$ cat src/rtl/hilo_div_sequencer.sv
// Iterative HI/LO engine: 1-bit/cycle restoring DIV/DIVU, owns the HI/LO registers.
// Define HILO_MULT_EN to add shift-add MULT/MULTU; otherwise op_sel 10/11 are accepted as NOPs.
module hilo_div_sequencer #(
    parameter int XLEN = 32
) (
    input  logic            clock,
    input  logic            reset_n,
    input  logic            start,
    input  logic [1:0]      op_sel,
    input  logic [XLEN-1:0] rs,
    input  logic [XLEN-1:0] rt,
    input  logic            flush,
    input  logic            mthi_we,
    input  logic            mtlo_we,
    input  logic [XLEN-1:0] wdata,
    input  logic            mf_req,
    output logic            ready,
    output logic            busy,
    output logic            done,
    output logic            stall,
    output logic [XLEN-1:0] hi,
    output logic [XLEN-1:0] lo
);

    localparam int CNT_W = $clog2(XLEN);

    typedef enum logic [1:0] {
        IDLE = 2'd0,
        CALC = 2'd1,
        FIX  = 2'd2
    } state_t;

    state_t state, state_nxt;

    logic [CNT_W-1:0]  cnt;
    logic              accept, launch;
    logic              is_signed, rs_neg, rt_neg;
    logic signed [XLEN-1:0] rs_s, rt_s;
    logic [XLEN-1:0]   rs_mag, rt_mag;
    logic              neg_q, neg_r, div_zero;
    logic [XLEN-1:0]   dvsr;
    logic [XLEN:0]     rem, rem_step;
    logic [XLEN+1:0]   rem_sh, diff;
    logic [XLEN-1:0]   quo, quo_step;
    logic [XLEN-1:0]   res_hi, res_lo;
`ifdef HILO_MULT_EN
    logic              mult_op;
    logic [XLEN:0]     acc;
    logic [2*XLEN-1:0] prod;
`endif

    function automatic logic [XLEN-1:0] negate(input logic [XLEN-1:0] v, input logic neg);
        return neg ? (~v + XLEN'(1)) : v;
    endfunction

`ifdef HILO_MULT_EN
    function automatic logic [2*XLEN-1:0] negate_wide(input logic [2*XLEN-1:0] v, input logic neg);
        return neg ? (~v + (2*XLEN)'(1)) : v;
    endfunction
`endif

    assign ready  = (state == IDLE);
    assign busy   = (state == CALC) || (state == FIX);
    assign stall  = busy & (mf_req | start | mthi_we | mtlo_we);
    assign accept = start & ready & ~flush;
`ifdef HILO_MULT_EN
    assign launch = accept;
`else
    // Multiply opcodes are swallowed without leaving IDLE.
    assign launch = accept & ~op_sel[1];
`endif

    assign is_signed = ~op_sel[0];
    assign rs_s      = rs;
    assign rt_s      = rt;
    assign rs_neg    = is_signed && (rs_s < 0);
    assign rt_neg    = is_signed && (rt_s < 0);
    assign rs_mag    = negate(rs, rs_neg);
    assign rt_mag    = negate(rt, rt_neg);

    always_comb begin
        state_nxt = state;
        case (state)
            IDLE:    if (launch) state_nxt = CALC;
            CALC: begin
                if (flush)                          state_nxt = IDLE;
                else if (cnt == CNT_W'(XLEN - 1))   state_nxt = FIX;
            end
            FIX:     state_nxt = IDLE;
            default: state_nxt = IDLE;
        endcase
    end

    always_ff @(posedge clock or negedge reset_n) begin
        if (!reset_n) begin
            state <= IDLE;
            cnt   <= '0;
        end else begin
            state <= state_nxt;
            if (launch)              cnt <= '0;
            else if (state == CALC)  cnt <= cnt + CNT_W'(1);
        end
    end

    // Iteration step: restoring divide by default, shift-add when multiplying.
    always_comb begin
        rem_sh = {rem, quo[XLEN-1]};
        diff   = rem_sh - {2'b00, dvsr};
        if (diff[XLEN+1]) begin
            rem_step = rem_sh[XLEN:0];
            quo_step = {quo[XLEN-2:0], 1'b0};
        end else begin
            rem_step = diff[XLEN:0];
            quo_step = {quo[XLEN-2:0], 1'b1};
        end
`ifdef HILO_MULT_EN
        acc = quo[0] ? (rem + {1'b0, dvsr}) : rem;
        if (mult_op) begin
            rem_step = {1'b0, acc[XLEN:1]};
            quo_step = {acc[0], quo[XLEN-1:1]};
        end
`endif
    end

    always_ff @(posedge clock) begin
        if (launch) begin
            rem      <= '0;
            neg_q    <= rs_neg ^ rt_neg;
            neg_r    <= rs_neg;
            div_zero <= (rt == '0);
`ifdef HILO_MULT_EN
            mult_op  <= op_sel[1];
            dvsr     <= op_sel[1] ? rs_mag : rt_mag;
            quo      <= op_sel[1] ? rt_mag : rs_mag;
`else
            dvsr     <= rt_mag;
            quo      <= rs_mag;
`endif
        end else if (state == CALC) begin
            rem <= rem_step;
            quo <= quo_step;
        end
    end

    // A zero divisor leaves the raw dividend magnitude in rem, so sign fix restores rs.
    always_comb begin
        res_lo = div_zero ? '1 : negate(quo, neg_q);
        res_hi = negate(rem[XLEN-1:0], neg_r);
`ifdef HILO_MULT_EN
        prod = negate_wide({rem[XLEN-1:0], quo}, neg_q);
        if (mult_op) begin
            res_hi = prod[2*XLEN-1:XLEN];
            res_lo = prod[XLEN-1:0];
        end
`endif
    end

    always_ff @(posedge clock or negedge reset_n) begin
        if (!reset_n) begin
            hi   <= '0;
            lo   <= '0;
            done <= 1'b0;
        end else begin
            done <= 1'b0;
            if (state == FIX && !flush) begin
                hi   <= res_hi;
                lo   <= res_lo;
                done <= 1'b1;
            end else if (state == IDLE) begin
                if (mthi_we) hi <= wdata;
                if (mtlo_we) lo <= wdata;
            end
        end
    end

endmodule
$ cat config.mk
export PLATFORM = sky130hd
export DESIGN_NAME = hilo_div_sequencer
export DESIGN_NICKNAME = d
export VERILOG_FILES = /design/src/rtl/hilo_div_sequencer.sv
export SDC_FILE = /design/constraint.sdc
export NUM_CORES = 1
export LEC_CHECK = 0
export BUFFER_PORTS_ARGS = -buffer_cell sky130_fd_sc_hd__buf_2
export CORE_MARGIN = 5
export CORE_UTILIZATION = 58
export DETAILED_ROUTE_END_ITERATION = 8
export HOLD_SLACK_MARGIN = 0.15
export MAX_ROUTING_LAYER = met4
export PLACE_DENSITY = 0.88
export SETUP_SLACK_MARGIN = 0.4
export SYNTH_ARGS = -nofsm -noshare
export SYNTH_HDL_FRONTEND = slang
export SYNTH_SLANG_ARGS = --single-unit
$ cat constraint.sdc
create_clock -name clock -period 4.4 [get_ports clock]
set_input_delay 0.22 -clock clock [delete_from_list [all_inputs] [get_ports clock]]
set_output_delay 0.22 -clock clock [all_outputs]
set_load 0.1 [all_outputs]
==> results of run 1 <==
==> repair_timing <==
item | 4_1_cts | 5_1_grt
hold endpoints to repair | 111 | 0
hold buffers | 52 | 0
setup buffers | 0 | 0
resized for setup | 0 | 0
==> sequential cells by signal, summed over array words and instances, names as in the netlist <==
name / count
hi: 32
rem: 33
cnt: 5
neg_r: 1
state: 2
div_zero: 1
lo: 32
neg_q: 1
quo: 32
done: 1
dvsr: 32
==> cells by family (layout without fill, tap and decap cells) <==
family / Yosys count / count (layout) / share of synthesized area
AND/OR/NAND/NOR: 396 / 396 / 0.163
AO/OA/AOI/OAI: 370 / 370 / 0.201
flip-flops: 172 / 172 / 0.390
XOR/XNOR: 143 / 143 / 0.109
buffers and inverters: 124 / 333 / 0.0440
multiplexers: 54 / 54 / 0.0471
adder cells (fa/ha/maj): 42 / 42 / 0.0464
==> area by class of cell <==
class | instances | area share
Clock buffer | 17 | 0.0312
Clock inverter | 15 | 0.0117
Inverter | 60 | 0.0165
Multi-Input combinational cell | 1005 | 0.478
Sequential cell | 172 | 0.328
Tap cell | 265 | 0.0243
Timing Repair Buffer | 241 | 0.111
==> layout by cell type, fill, tap and decap left out, types with 7 or more instances in the layout <==
cell	n
a211oi_1	12
nor2_1	73
or4_1	12
nor2b_1	11
dfrtp_1	72
edfxtp_1	67
nor4_1	8
o31ai_1	24
buf_2	172
and3_1	14
dlygate4sd3_1	52
a21oi_1	99
nand2b_1	12
xnor2_1	73
o21ai_0	129
a31oi_1	15
a32oi_1	32
or3_1	11
ha_1	41
buf_4	17
o21a_1	9
a21o_1	8
clkbuf_16	17
nand3_1	16
nand4_1	9
xor2_1	70
nor3_1	23
dfxtp_1	33
o41ai_1	7
mux2i_1	54
inv_1	58
nand2_1	177
==> metrics by stage <==
step | cells | utilization | power, W | instance area, um^2 | hold slack (ps)
after floorplan | 1301 | - | 0.00738 | 11500 | -75.6
after global placement | 1691 | 0.644 | 0.00855 | 12500 | 341
after detailed placement | 1691 | 0.644 | 0.00869 | 12500 | 353
after CTS | 1775 | 0.701 | 0.0103 | 13600 | 152
after global routing | 1775 | 0.701 | 0.0109 | 13600 | 162
final | 1775 | 0.701 | 0.0104 | 13600 | 157
==> path summary, 6_finish.rpt <==
path	cells after the start	slack (ps)	endpoint	start
min in group asynchronous	2	420	lo[14]	reset_n
setup reg to reg	12	620	rem[22]	rem[23]
hold / removal	2	160	dvsr[15]	rt[15]
setup / recovery	12	620	rem[22]	rem[23]
hold reg to reg	2	550	rem[4]	rem[4]
max in group asynchronous	3	2970	hi[30]	reset_n
==> power by group through the flow <==
stage | sequential (W) | combinational [W] | clock, W
finish | 0.00296 | 0.00590 | 0.00151
global route | 0.00302 | 0.00629 | 0.00159
CTS | 0.00292 | 0.00584 | 0.00151
detailed placement | 0.00295 | 0.00574 | 0
global placement | 0.00293 | 0.00562 | 0
floorplan | 0.00464 | 0.00274 | 0
==> per-layer routing <==
layer,vias up,track usage,share of wire
li1,5090,-,-
met1,5206,0.405,0.40
met2,648,0.496,0.48
met3,127,0.0418,0.088
met4,0,0.121,0.037
met5,-,-,0
==> results.ini, run 1 <==
[run_status]
status=finished clean

[logic_synthesis]
yosysSeqAreaShare=0.390
synth.yosys.warnings=0
synth_edf_count=67
synth_common_cells=nand2_1 (178), o21ai_0 (129), a21oi_1 (99), nor2_1 (74), xnor2_1 (73)
synth_most_common_cell=nand2_1
synth-main-ff-cell=dfrtp_1
syn_avg_cell_area_um2=8.82
async_flop_share=0.419
netlist_area_um2=11500
synth_cells=1301
synthTopCellsByArea=edfxtp_1 (18%), dfrtp_1 (16%), nand2_1 (5.8%)
ys_types=71
yosysTopAreaCellShare=0.175
synth_top_cell_by_area=edfxtp_1
synth_nets=1448
synth_seq_cells=172

[sta]
maxSlewHeadroom=0.163
period_minus_slack_ps=3780
slew_viol_final=0
fin_tns_setup_ps=0
worst_pin_slew_ps=1260
period_share=0.859
hold_violations=0
finalClockSkew_ps=13.2
grt_setup_unrepaired=false
setup_viol=0
setup_slack_ps=619
fmax_mhz=264

[placed_design]
port_buffers=172
dp_hpwl_um=24600
dp_slack_ps=739
gp_congestion=0.964

[setup_path]
cp-end-kind=flip-flop
path_buf_inv=2
crit_family=simple AND/OR/NAND/NOR gates
worst_ep_required_time_ps=4680
critPathMaxStageDelay_ps=540
crit_path_start_kind=flip-flop
critPathKind=reg -> reg
cp_slowest_cell=or4_1
crit_chain=ha_1 -> nand4_1 -> or4_1 -> nor4_1 -> a21oi_1 -> o31ai_1 -> nor3_1 -> buf_4 -> nor2_2 -> buf_4 -> mux2i_1 -> a21oi_1
crit_fanout=15
worstPathArrival_ps=4060

[layout]
syn_to_final_growth_pct=18.8
regArea_um2=4470
multiInputGateArea_um2=6510
nets=1644
nFillCells=1455
antenna_cells=0
layout-drive-gt1-share=0.160

[min_path]
hold_path.class=in -> reg

[routing]
drt_first_pass_iters=6
drt_first_iter_violations=1224
routed_wl_um=34700
wl_per_cell_um=19.6
vias=11100
final_antenna_net_count=0
detail_route.vias_per_cell=6.24
drc=0

[power]
p_leak_nw=5.90
combPwrFrac=0.569
sw_frac_of_total=0.536
seq_power_share=0.285
powerDensity_nw_per_um2=761
vdd_drop_max_uv=631
pwr-share-clk=0.146
intPower_w=0.00481
switching_power_w=0.00556

[die]
dieWidth_um=151
start_util=0.590
die_area_um2=22700
core_area_um2=19500
boundaryPins=173
rows=51
die_h_um=151

[global_route]
antenna_found_initial=0
grt_pass1_vias=10500
grtUsageTotal=0.311
grt_pass1_wl_um=54400
grt_max_degree=62
grt_overflow=0

[clock_network]
clk_transition_reported_paths_ps=70
cts.sinks=172
tritoncts=done
clk_latency_ps=450
root_buffer=clkbuf_16
htreeDepth=4
cts_buffers=17
cts.path.max_buffers=2

[run]
cap_viol_max_count=0

Power figures use the tool's default switching activity.
==> run 2, diff against run 1 <==
--- a/config.mk
+++ b/config.mk
@@ -6,12 +6,14 @@
 export NUM_CORES = 1
 export LEC_CHECK = 0
 export BUFFER_PORTS_ARGS = -buffer_cell sky130_fd_sc_hd__buf_2
+export CORE_ASPECT_RATIO = 1.25
 export CORE_MARGIN = 5
 export CORE_UTILIZATION = 58
 export DETAILED_ROUTE_END_ITERATION = 8
 export HOLD_SLACK_MARGIN = 0.15
 export MAX_ROUTING_LAYER = met4
 export PLACE_DENSITY = 0.88
+export REMOVE_ABC_BUFFERS = 1
 export SETUP_SLACK_MARGIN = 0.4
 export SYNTH_ARGS = -nofsm -noshare
 export SYNTH_HDL_FRONTEND = slang
==> results.ini, run 2 (synthesis results as in run 1) <==
[run_status]
status=finished clean

[power]
combPwrFrac=0.567
intPower_w=0.00473
switching_power_w=0.00545
p_leak_nw=5.90
seq_power_share=0.291
vdd_drop_max_uv=598
sw_frac_of_total=0.535
pwr-share-clk=0.141
powerDensity_nw_per_um2=745

[routing]
vias=10800
detail_route.vias_per_cell=6.10
drt_first_iter_violations=1258
final_antenna_net_count=0
drc=0
wl_per_cell_um=18.3
drt_first_pass_iters=6
routed_wl_um=32600

[sta]
setup_viol=0
setup_slack_ps=940
grt_setup_unrepaired=false
fmax_mhz=289
slew_viol_final=0
worst_pin_slew_ps=1130
hold_violations=0
period_minus_slack_ps=3460
period_share=0.786
maxSlewHeadroom=0.240
finalClockSkew_ps=10.1

[die]
die_h_um=167
core_area_um2=19500
rows=57
start_util=0.590
boundaryPins=173
die_area_um2=22700
dieWidth_um=136

[placed_design]
dp_slack_ps=1020
dp_hpwl_um=23200
port_buffers=172
gp_congestion=0.960
place_inst=1687

[layout]
nets=1648
regArea_um2=4470
antenna_cells=0
largest-register=rem
stdcell_count=1779
multiInputGateArea_um2=6510
final_common_cell=nand2_1
layout-drive-gt1-share=0.158
syn_to_final_growth_pct=19.0
largest_reg_flops=33
final_cell_mix=nand2_1 (177), buf_2 (171), o21ai_0 (129)
nFillCells=1469

[global_route]
gr-usage-met2=0.494
grt_pass1_vias=10700
grt_use_met1=0.344
antenna_found_initial=0
grt_pass1_wl_um=52400
grt.busiest_layer=met2
grt_max_degree=85
grtUsageTotal=0.292
use_met3=0.0444
grt_overflow=0

[clock_network]
clk_latency_ps=440
cts.sinks=172
cts_resized=0
clk_transition_reported_paths_ps=70
tritoncts=done
root_buffer=clkbuf_16
post_cts_buffers=0
cts.path.max_buffers=2
ctsHoldBuffers=60
cts_buffers=17
htreeDepth=4

[setup_path]
worst_ep_required_time_ps=4730
crit_path_start_kind=flip-flop
critPathMaxStageDelay_ps=580
worstPathArrival_ps=3790
cp-end-kind=flip-flop
crit_fanout=16
critPathKind=reg -> reg
cp_slowest_cell=or4_1
crit_chain=ha_1 -> nand4_1 -> or4_1 -> nor4_1 -> a21oi_1 -> o31a_1 -> a21boi_2 -> or2_1 -> o21ai_0 -> a22o_1

[run]
cap_viol_max_count=0

[min_path]
hold_path.class=in -> reg

[run 2: cell types whose count changed in the layout (fill, tap and decap cells not counted), sizes merged]
| cell | before | now |
|---|---|---|
| dlygate4sd3 | 52 | 60 |
| buf | 189 | 185 |
| clkinv | 8 | 4 |
| clkinvlp | 1 | 4 |
| inv | 65 | 67 |
| bufinv | 1 | 0 |
[run 2: power by group through the flow]
stage | sequential, W | combinational (W) | clock (W)
5_1_grt | 0.00303 | 0.00615 | 0.00152
4_1_cts | 0.00293 | 0.00572 | 0.00144
6_report | 0.00296 | 0.00577 | 0.00144
3_3_place_gp | 0.00292 | 0.00553 | 0
2_1_floorplan | 0.00464 | 0.00268 | 0
3_5_place_dp | 0.00296 | 0.00564 | 0
[run 2: area by class of cell]
class                      instances  area share
timing repair buffer             245       0.114
tap                              265      0.0243
clock buffer                      17      0.0311
clock inverter                    15     0.00944
multi-input combinational       1005       0.477
inverter                          60      0.0165
sequential                       172       0.328
[run 2: stage by stage]
step	power (W)	utilization	cell area (um^2)	setup TNS (ps)	hold WS (ps)
2_1_floorplan	0.00733	-	11200	-77880	-75.6
3_3_place_gp	0.00845	0.642	12500	0	408
3_5_place_dp	0.00860	0.642	12500	0	418
4_1_cts	0.0101	0.701	13700	0	155
5_1_grt	0.0107	0.701	13700	0	179
6_report	0.0102	0.701	13700	0	162
[run 2: worst paths after layout]
kind	from	endpoint	slack, ps	cells past startpoint
hold / removal	rs[31]	neg_q	160	3
setup / recovery	rem[25]	rem[0]	940	10
setup reg to reg	rem[25]	rem[0]	940	10
hold reg to reg	cnt[4]	cnt[4]	530	2
min in group asynchronous	reset_n	lo[27]	460	2
max in group asynchronous	reset_n	hi[16]	3300	2
[run 2: worst max-delay path: cells and delay by family (launching register included)]
family	cells	cell delay, ps
compound gates	5	970
fa+ha+maj	1	470
flops	1	390
simple gates	4	1530
[run 2: layer usage]
layer | vias to the layer above | part of all wire | wire length, um
met5 | - | 0 | 0
met2 | 600 | 0.50 | 16300
met4 | 0 | 0.040 | 1300
li1 | 5083 | - | -
met3 | 116 | 0.083 | 2710
met1 | 5045 | 0.38 | 12200
==> run 3, diff against run 2 <==
--- a/config.mk
+++ b/config.mk
@@ -5,14 +5,15 @@
 export SDC_FILE = /design/constraint.sdc
 export NUM_CORES = 1
 export LEC_CHECK = 0
+export ABC_AREA = 1
 export BUFFER_PORTS_ARGS = -buffer_cell sky130_fd_sc_hd__buf_2
 export CORE_ASPECT_RATIO = 1.25
 export CORE_MARGIN = 5
-export CORE_UTILIZATION = 58
+export CORE_UTILIZATION = 60
 export DETAILED_ROUTE_END_ITERATION = 8
 export HOLD_SLACK_MARGIN = 0.15
 export MAX_ROUTING_LAYER = met4
-export PLACE_DENSITY = 0.88
+export PLACE_DENSITY = 0.89
 export REMOVE_ABC_BUFFERS = 1
 export SETUP_SLACK_MARGIN = 0.4
 export SYNTH_ARGS = -nofsm -noshare
==> constraint.sdc (replaced) <==
create_clock -name clock -period 3.41 [get_ports clock]
set_input_delay 0.1705 -clock clock [delete_from_list [all_inputs] [get_ports clock]]
set_output_delay 0.1705 -clock clock [all_outputs]
set_load 0.1 [all_outputs]
==> results.ini, run 3 <==
[setup_path]
cp_slowest_cell=dlygate4sd3_1
crit_family=buffers and inverters
reg2reg_slack_ps=760
critPathMaxStageDelay_ps=600
crit_path_start_kind=input pin
cp-startpoint=rt[0]
worstReg2RegEnd=quo[22]
cp-endpoint=div_zero
path_buf_inv=5
worst_ep_required_time_ps=3720
worstPathArrival_ps=3030
cp-end-kind=flip-flop
crit_chain=dlygate4sd3_1 -> buf_2 -> inv_1 -> ha_1 -> inv_1 -> nor3_2 -> nand4_1 -> nor2_1 -> nand3_1 -> nor2_1 -> nand2_1 -> nor4_1 -> dlygate4sd3_1
cp_num_cells=13
reg2reg_depth=7
reg2reg_from=state[1]
crit_fanout=4
critPathKind=in -> reg

[sta]
maxSlewHeadroom=0.374
grt_setup_unrepaired=false
finalClockSkew_ps=16.0
fin_tns_setup_ps=0
worst_pin_slew_ps=938
slew_viol_final=0
setup_slack_ps=685
period_minus_slack_ps=2730
hold_violations=0
hold_slack_ps=159
fmax_mhz=367
setup_viol=0
period_share=0.799

[layout]
largest-register=rem
fin_util=0.720
final_common_cell=nand2_1
multiInputGateArea_um2=7760
nets=2448
syn_to_final_growth_pct=17.7
layout-drive-gt1-share=0.127
regArea_um2=4470
final_cell_mix=nand2_1 (600), inv_1 (294), nand3_1 (236)
largest_reg_flops=33
nFillCells=1812

[die]
core_area_um2=22300
dieWidth_um=145
die_area_um2=25900
die_h_um=179
start_util=0.612
rows=61
boundaryPins=173

[global_route]
grt_pass1_wl_um=74900
grt_overflow=0
grt_max_degree=73
antenna_found_initial=1
grtUsageTotal=0.380
grt_pass1_vias=14800

[clock_network]
tritoncts=done
cts_buffers=17
post_cts_buffers=0
root_buffer=clkbuf_16
clk_latency_ps=440
htreeDepth=4
clk_transition_reported_paths_ps=80
cts_resized=0
cts.path.max_buffers=2
ctsHoldBuffers=77
cts.sinks=172

[placed_design]
gp_congestion=1.05
dp_hpwl_um=35500
port_buffers=172
dp_slack_ps=897

[logic_synthesis]
synth-main-ff-cell=dfrtp_1
syn_avg_cell_area_um2=6.57
synth_cells=2075
yosysSeqAreaShare=0.328
yosysTopAreaCellShare=0.165
synthTopCellsByArea=nand2_1 (17%), edfxtp_1 (15%), dfrtp_1 (13%)
ys_types=52
synth_edf_count=67
synth_common_cells=nand2_1 (601), inv_1 (294), nand3_1 (236), nor2_1 (212), o21ai_0 (99)
async_flop_share=0.419
netlist_area_um2=13600
synth.yosys.warnings=0
synth_most_common_cell=nand2_1
synth_top_cell_by_area=nand2_1
synth_seq_cells=172

[power]
combPwrFrac=0.601
seq_power_share=0.259
p_leak_nw=8.17
intPower_w=0.00566
sw_frac_of_total=0.580
pwr-share-clk=0.140
switching_power_w=0.00783
vdd_drop_max_uv=853
powerDensity_nw_per_um2=841

[run]
cap_viol_max_count=0

[routing]
final_antenna_net_count=0
detail_route.vias_per_cell=5.86
vias=15200
drc=0
routed_wl_um=47500
drt_first_iter_violations=1287
drt_first_pass_iters=8
wl_per_cell_um=18.3

[min_path]
min_from=rt[14]
hold_path.class=in -> reg

[run_status]
status=finished clean

-- run 3: cell count changes after synthesis, moves of 32 or more --
cell / change
a32oi_1: -32
mux2i_1: -54
nand2_1: +423
inv_1: +235
xnor2_1: -50
nand3_1: +219
a21oi_1: -34
nor2_1: +138
-- run 3: cell type report --
cell class | instances | share of cell area
Antenna cell | 1 | 0.000156
Multi-Input combinational cell | 1544 | 0.484
Clock buffer | 19 | 0.0270
Tap cell | 283 | 0.0221
Clock inverter | 13 | 0.00772
Sequential cell | 172 | 0.279
Inverter | 300 | 0.0702
Timing Repair Buffer | 266 | 0.111
-- run 3: worst min-delay path by stage --
stage          endpoint  depth (start not counted)
6_report       dvsr[14]                          3
5_1_grt         dvsr[1]                          3
4_1_cts         dvsr[1]                          3
3_5_place_dp      lo[3]                          1
3_3_place_gp      lo[3]                          1
2_1_floorplan    cnt[0]                          0
-- run 3: through the flow --
step,cell area (um^2),std cells,power [W]
4_1_cts,16000,2597,0.0133
5_1_grt,16100,2598,0.0142
3_5_place_dp,14700,2488,0.0113
3_3_place_gp,14700,2488,0.0112
6_report,16100,2598,0.0135
2_1_floorplan,13400,2016,0.00946
-- run 3: per-layer routing --
| metal | global-route usage | routed length (um) | vias to the layer above |
|---|---|---|---|
| met2 | 0.636 | 23200 | 936 |
| met1 | 0.427 | 16600 | 6916 |
| li1 | - | - | 7168 |
| met4 | 0.236 | 3470 | 0 |
| met5 | - | 0 | - |
| met3 | 0.0501 | 4150 | 216 |
-- run 3: kinds of logic (layout without fill, tap and decap cells) --
| group | Yosys count | in the layout | share of synthesized area |
|---|---|---|---|
| adders and majority gates | 42 | 42 | 0.0391 |
| xor gates and xnor gates | 66 | 66 | 0.0424 |
| buffers and inverters | 359 | 598 | 0.103 |
| AOI/OAI and AO/OA | 242 | 242 | 0.101 |
| and+or+nand+nor | 1194 | 1194 | 0.386 |
| DFF | 172 | 172 | 0.328 |
| other | 0 | 1 | 0 |
-- run 3: power groups by stage --
| stage | combinational [W] | sequential (W) | clock, W |
|---|---|---|---|
| 2_1_floorplan | 0.00341 | 0.00605 | 0 |
| 3_3_place_gp | 0.00775 | 0.00348 | 0 |
| 3_5_place_dp | 0.00786 | 0.00348 | 0 |
| 4_1_cts | 0.00796 | 0.00345 | 0.00189 |
| 5_1_grt | 0.00869 | 0.00354 | 0.00197 |
| 6_report | 0.00811 | 0.00349 | 0.00189 |
-- run 3: worst reg2reg max path: stages, from the launching register on --
cell     delay (ps)
dfrtp_1         400
inv_1           120
ha_1            280
and3_2          230
buf_4           690
nor2_2           80
inv_1            80
buf_4           390
